## src/rtl/store_drain_ctrl_pkg.sv

```systemverilog
// Load/store sizing shared by the store drain path.
// Drain FSM encodings and SQ index/count widths.
package store_drain_ctrl_pkg;

  localparam int LSU_SQ_DEPTH     = 8;
  localparam int LSU_COMMIT_WIDTH = 2;
  localparam int LSU_ADDR_WIDTH   = 32;
  localparam int LSU_DATA_WIDTH   = 32;
  localparam int SD_HIGH_WATER    = 6;
  localparam int SD_STARVE_LIMIT  = 4;

  localparam int SQ_IDX_W     = $clog2(LSU_SQ_DEPTH);
  localparam int SQ_CNT_W     = $clog2(LSU_SQ_DEPTH + 1);
  localparam int COMMIT_CNT_W = $clog2(LSU_COMMIT_WIDTH + 1);

  typedef logic [1:0] drain_state_e;

  localparam drain_state_e IDLE = 2'd0;
  localparam drain_state_e REQ  = 2'd1;
  localparam drain_state_e WAIT = 2'd2;

endpackage

```

## src/rtl/store_drain_ctrl_arb.sv

```systemverilog
// Cache-port arbitration between loads and store drain.
// Loads win by default; stores win on pressure or starvation.
module drain_port_arbiter
  import store_drain_ctrl_pkg::*;
#(
  parameter int CNT_W        = SQ_CNT_W,
  parameter int HIGH_WATER   = SD_HIGH_WATER,
  parameter int STARVE_LIMIT = SD_STARVE_LIMIT
) (
  input  logic             clk,
  input  logic             rst,
  input  logic [CNT_W-1:0] pending_cnt,
  input  logic             ld_req_valid,
  input  logic             drain_req,
  input  logic             idle,
  output logic             store_go,
  output logic             ld_grant
);

  localparam int SW = $clog2(STARVE_LIMIT + 1);

  logic [SW-1:0] starve_cnt;
  logic          pend_any;
  logic          high;
  logic          starved;
  logic          grant_raw;

  assign pend_any  = (pending_cnt != '0);
  assign high      = (pending_cnt >= CNT_W'(HIGH_WATER));
  assign starved   = (starve_cnt == SW'(STARVE_LIMIT));
  assign store_go  = idle && pend_any &&
                     (!ld_req_valid || high || starved || drain_req);
  assign grant_raw = idle && ld_req_valid && !store_go;

  // Outputs must read 0 for the whole reset window.
  assign ld_grant = grant_raw && !rst;

  always_ff @(posedge clk or posedge rst) begin
    if (rst) begin
      starve_cnt <= '0;
    end else if (store_go) begin
      starve_cnt <= '0;
    end else if (grant_raw && pend_any && !starved) begin
      starve_cnt <= starve_cnt + 1'b1;
    end
  end

endmodule

```

## src/rtl/store_drain_ctrl.sv

```systemverilog
// Drains committed stores to the D-cache oldest first and
// frees each store-queue entry once its write completes.
module store_drain_ctrl
  import store_drain_ctrl_pkg::*;
#(
  parameter int SQ_DEPTH      = LSU_SQ_DEPTH,
  parameter int COMMIT_WINDOW = LSU_COMMIT_WIDTH,
  parameter int ADDR_WIDTH    = LSU_ADDR_WIDTH,
  parameter int DATA_WIDTH    = LSU_DATA_WIDTH,
  parameter int HIGH_WATER    = SD_HIGH_WATER,
  parameter int STARVE_LIMIT  = SD_STARVE_LIMIT
) (
  input  logic                                 clk,
  input  logic                                 rst,
  input  logic                                 commit_valid,
  input  logic [$clog2(COMMIT_WINDOW+1)-1:0]   commit_store_cnt,
  input  logic                                 drain_req,
  output logic [$clog2(SQ_DEPTH)-1:0]          sq_rd_idx,
  input  logic [ADDR_WIDTH-1:0]                sq_rd_addr,
  input  logic [DATA_WIDTH-1:0]                sq_rd_data,
  input  logic                                 ld_req_valid,
  output logic                                 ld_grant,
  output logic                                 dc_req_valid,
  output logic [ADDR_WIDTH-1:0]                dc_req_addr,
  output logic [DATA_WIDTH-1:0]                dc_req_data,
  input  logic                                 dc_req_ready,
  input  logic                                 dc_wr_done,
  output logic                                 sq_free_valid,
  output logic [$clog2(SQ_DEPTH)-1:0]          sq_free_idx,
  output logic [$clog2(SQ_DEPTH+1)-1:0]        pending_cnt,
  output logic                                 drained,
  output logic                                 overflow_err
);

  localparam int IW = $clog2(SQ_DEPTH);
  localparam int CW = $clog2(SQ_DEPTH + 1);
  localparam int SW = CW + 1;
  localparam logic [SW-1:0] DEPTH_S = SW'(SQ_DEPTH);

  drain_state_e  state;
  logic [IW-1:0] drain_ptr;
  logic [CW-1:0] pend_q;
  logic [SW-1:0] inc;
  logic [SW-1:0] pend_sum;
  logic          idle;
  logic          store_go;
  logic          wr_fire;

  assign idle    = (state == IDLE);
  assign wr_fire = (state == WAIT) && dc_wr_done;

  drain_port_arbiter #(
    .CNT_W        (CW),
    .HIGH_WATER   (HIGH_WATER),
    .STARVE_LIMIT (STARVE_LIMIT)
  ) u_arb (
    .clk          (clk),
    .rst          (rst),
    .pending_cnt  (pend_q),
    .ld_req_valid (ld_req_valid),
    .drain_req    (drain_req),
    .idle         (idle),
    .store_go     (store_go),
    .ld_grant     (ld_grant)
  );

  // One bit of headroom so an over-commit is visible before clamping.
  always_comb begin
    inc = '0;
    if (commit_valid) inc = SW'(commit_store_cnt);
    pend_sum = {1'b0, pend_q} + inc - SW'(wr_fire);
  end

  always_ff @(posedge clk or posedge rst) begin
    if (rst) begin
      state        <= IDLE;
      drain_ptr    <= '0;
      pend_q       <= '0;
      overflow_err <= 1'b0;
      dc_req_addr  <= '0;
      dc_req_data  <= '0;
    end else begin
      if (pend_sum > DEPTH_S) begin
        pend_q       <= CW'(SQ_DEPTH);
        overflow_err <= 1'b1;
      end else begin
        pend_q <= pend_sum[CW-1:0];
      end
      unique case (state)
        IDLE: begin
          if (store_go) begin
            dc_req_addr <= sq_rd_addr;
            dc_req_data <= sq_rd_data;
            state       <= REQ;
          end
        end
        REQ: begin
          if (dc_req_ready) state <= WAIT;
        end
        WAIT: begin
          if (dc_wr_done) begin
            drain_ptr <= drain_ptr + 1'b1;
            state     <= IDLE;
          end
        end
        default: state <= IDLE;
      endcase
    end
  end

  assign sq_rd_idx     = drain_ptr;
  assign dc_req_valid  = (state == REQ) && (pend_q != '0);
  assign sq_free_valid = wr_fire;
  assign sq_free_idx   = wr_fire ? drain_ptr : '0;
  assign pending_cnt   = pend_q;
  assign drained       = (pend_q == '0) && idle;

endmodule

```

## config.mk

```make
export PLATFORM = sky130hd
export DESIGN_NAME = store_drain_ctrl
export DESIGN_NICKNAME = d
export VERILOG_FILES = /design/src/rtl/store_drain_ctrl_pkg.sv /design/src/rtl/store_drain_ctrl_arb.sv /design/src/rtl/store_drain_ctrl.sv
export SDC_FILE = /design/constraint.sdc
export NUM_CORES = 1
export LEC_CHECK = 0
export ABC_CLOCK_PERIOD_IN_PS = 2800
export BUFFER_PORTS_ARGS = -buffer_cell sky130_fd_sc_hd__buf_2
export CORE_ASPECT_RATIO = 0.7
export CORE_MARGIN = 4
export CORE_UTILIZATION = 48
export CTS_CLUSTER_DIAMETER = 100
export DETAILED_ROUTE_END_ITERATION = 6
export GPL_TIMING_DRIVEN = 0
export PLACE_DENSITY = 0.9
export SYNTH_ARGS = -nofsm -noshare
export SYNTH_HDL_FRONTEND = slang
export SYNTH_HIERARCHICAL = 1
export SYNTH_SLANG_ARGS = --single-unit
export TNS_END_PERCENT = 10
```

## constraint.sdc

```tcl
create_clock -name clk -period 2.8 [get_ports clk]
set_input_delay 0 -clock clk [delete_from_list [all_inputs] [get_ports clk]]
set_output_delay 0 -clock clk [all_outputs]
set_load 0.01 [all_outputs]
```

==> impl_metrics.py <==
metrics = {
    "critical_path": {
        "critPathArrivalTime_ns": 2.76,
        "worst_ep_required_time_ns": 3.04,
        "worstPathMaxFanout": 9,
        "crit_top_cell": "xnor2_1",
        "crit_buf_inv": 1,
        "r2r_slack_ns": 0.27,
        "cp-start-kind": "register",
        "cp-end-kind": "register",
        "r2r_end": "overflow_err$_DFFE_PP0N_",
        "max_stage_delay_ns": 0.43,
        "cp_slowest_cell": "dfrtp_1",
        "regToRegStartpoint": "state[0]$_DFFE_PP0P_",
        "worst-setup-path-type": "reg2reg",
        "rr_worst_depth": 10,
        "crit_chain": "nand2b_1, nor2_4, xnor2_1, ha_1, inv_1, fa_1, nor2b_1, o31ai_2, xnor2_1, a211o_1",
        "cpLargestDelayFamily": "simple AND/OR/NAND/NOR gates",
    },
    "min_path": {
        "hold_class": "in2async",
    },
    "pwr": {
        "pwr-share-comb": 0.517,
        "peakVddDrop_mv": 0.5445,
        "p_int_w": 0.004136,
        "clock_power_share": 0.160,
        "power_switching_w": 0.002139,
        "power_density_mw_per_mm2": 1164,
        "p_leak_nw": 2.687,
        "pwr-share-seq": 0.323,
        "sw_frac_of_total": 0.3409,
        "power.total_w": 0.006276,
    },
    "timing": {
        "skew_ns": 0.007324,
        "fin_crit_sh": 0.9021,
        "maxSlewHeadroom": 0.4174,
        "whs_ns": 0.1098,
        "rsz0062_at_grt": "false",
        "fin_setup_tns_ns": 0,
        "worst_pin_slew_ns": 0.8738,
        "final_max_slew_viol_count": 0,
        "final_hold_viol_count": 0,
        "setup_viol": 0,
        "fin_crit_ns": 2.526,
        "clock.fmax_mhz": 395.9,
    },
    "yosys": {
        "synth_area_mm2": 0.003575,
        "synth_seq_area_share": 0.5390,
        "synth_cells": 227,
        "synthTopCellsByArea": "dfrtp_1 (54%), mux2_4 (25%), buf_12 (3.9%)",
        "synth_fp_nets": 310,
        "syn_avg_cell_area_um2": 15.75,
        "synth_top_area_frac": 0.5390,
        "async_flop_share": 1.000,
        "synth_edf_count": 0,
        "ys_ff_latch": 77,
        "synth_top_cell_by_area": "dfrtp_1",
        "synth_flop_cell": "dfrtp_1",
        "synthDistinctLibCells": 35,
        "yosys_warnings": 6,
    },
    "layout": {
        "drive_gt1_frac": 0.5270,
        "final_cell_mix": "buf_2 (151), dfrtp_1 (77), dlygate4sd3_1 (69), mux2_4 (60), inv_1 (13)",
        "final_common_cell": "buf_2",
        "area_growth_pct": 50.86,
        "nets": 541,
    },
    "routing": {
        "avgViaCountPerCell": 4.778,
        "vias": 2685,
        "routed_wl_um": 9705,
        "route.detailed.drc": 0,
        "ant_nets": 0,
        "drtPass1Iterations": 4,
        "first_iter_violations": 130,
        "wl_per_cell_um": 17.27,
    },
    "floorplanning": {
        "die_w_um": 111.1,
        "die_h_um": 80.20,
        "initial_core_util": 0.4928,
        "dieArea_mm2": 0.008914,
        "core_mm2": 0.007254,
        "num_rows": 26,
        "num_io_pins": 152,
    },
    "clock_tree": {
        "cts_root_buffer": "clkbuf_8",
        "clockBufferDepth": 2,
        "cts_tree": "yes",
        "cts_setup_buffers": 0,
        "clock_sinks": 77,
        "worst_skew_pair.late_latency_ns": 0.35,
        "cts.clk_slew.worst_paths_ns": 0.08,
        "cts_max_level": 3,
        "numCtsBuffers": 9,
    },
    "place": {
        "dp_hpwl_um": 5898,
        "place.gp.congestion": 0.7887,
        "io_buffers": 151,
    },
    "global_route": {
        "grt_pass1_vias": 2981,
        "grt_util_met3": 0.07756,
        "grt_pass1_wl_um": 15600,
        "grt-ovfl-total": 0,
        "grt_max_degree": 75,
        "met2_usage": 0.3717,
        "top_usage_layer": "met2",
        "antenna_found_initial": 0,
        "grt_usage": 0.2256,
        "grt_use_met1": 0.2822,
    },
    "flow_run": {
        "maxCapViolCount": 0,
    },
    "run_status": {
        "outcome": "finished, final reports clean",
    },
}
## synthesized netlist by cell type (2+ instances only)
cell type / number
nor3_1: 3
nor2_2: 2
and2_1: 4
xnor2_1: 3
mux2_2: 5
nand3b_1: 4
dfrtp_1: 77
inv_1: 14
nand2_1: 9
ha_1: 9
nand2b_1: 2
nor3b_1: 3
mux2_4: 60
nor2_1: 3
xor2_1: 3
buf_12: 7
## stage by stage
| step | instances | setup WS, ns | cell area [um2] | util |
|---|---|---|---|---|
| global route | 561 | 0.04923 | 5390 | 0.7430 |
| finish | 562 | 0.2741 | 5393 | 0.7434 |
| floorplan | 227 | 0.4072 | 3575 | - |
| CTS | 561 | 0.1801 | 5385 | 0.7423 |
| detailed placement | 476 | 0.2159 | 4456 | 0.6142 |
| global placement | 476 | 0.1082 | 4453 | 0.6138 |
## flip-flops by register name, summed over array words and instances (netlist names)
register	flops
dc_req_data	32
dc_req_addr	32
u_arb/starve_cnt	3
state	2
sq_rd_idx	3
overflow_err	1
pending_cnt	4
## metal layers
layer / wire length, um / up-vias / share of wire
li1: - / 1250 / -
met1: 4219 / 1302 / 0.43
met2: 4577 / 115 / 0.47
met3: 724 / 18 / 0.075
met4: 183 / 0 / 0.019
met5: 0 / - / 0
## cells by family after synthesis
family / count (synthesis) / synth area share
DFF: 77 / 0.5390
AOI/OAI and AO/OA: 12 / 0.03010
and+or+nand+nor: 36 / 0.05740
adders and majority gates: 10 / 0.03710
muxes: 65 / 0.2678
buffers and inverters: 21 / 0.05390
xor gates and xnor gates: 6 / 0.01470
## power groups by stage
stage	registers [W]	logic, W	clock network, W
final	0.00203	0.00324	0.00101
after global routing	0.00209	0.00345	0.00107
after CTS	0.00200	0.00323	0.00102
after detailed placement	0.00201	0.00314	0
after global placement	0.00197	0.00304	0
after floorplan	0.00223	0.00198	0
## worst min-delay path, stage by stage
cell and delay, ns:
dlygate4sd3_1 0.53, buf_2 0.15, inv_1 0.12
## what timing repair did
| action | in CTS | in global routing |
|---|---|---|
| endpoints found under the hold margin | 145 | 0 |
| hold buffers | 69 | 0 |
| endpoints found under the setup margin | 0 | 5 |
| gates resized for setup | 0 | 1 |
## final cells by class
cell class / instances / area, um2
clock buffers: 10 / 127.6
flip-flops and latches: 77 / 1927
well taps: 98 / 122.6
fillers: 447 / 1862
diodes: 1 / 2.502
inverters: 14 / 55.05
repair buffers: 220 / 1446
plain buffers: 7 / 140.1
multi-input cells: 129 / 1460
clock inverters: 6 / 111.4
## worst max-delay path by stage
stage | start | end | depth (start not counted)
after floorplan | state[0]$_DFFE_PP0P_ | overflow_err$_DFFE_PP0N_ | 10
after global placement | rst | dc_req_addr[30]$_DFFE_PP0P_ | 2
after detailed placement | state[0]$_DFFE_PP0P_ | overflow_err$_DFFE_PP0N_ | 10
after CTS | state[0]$_DFFE_PP0P_ | overflow_err$_DFFE_PP0N_ | 10
after global routing | state[0]$_DFFE_PP0P_ | pending_cnt[2]$_DFF_PP0_ | 10
final | state[0]$_DFFE_PP0P_ | overflow_err$_DFFE_PP0N_ | 10
Power figures use the tool's default switching activity.
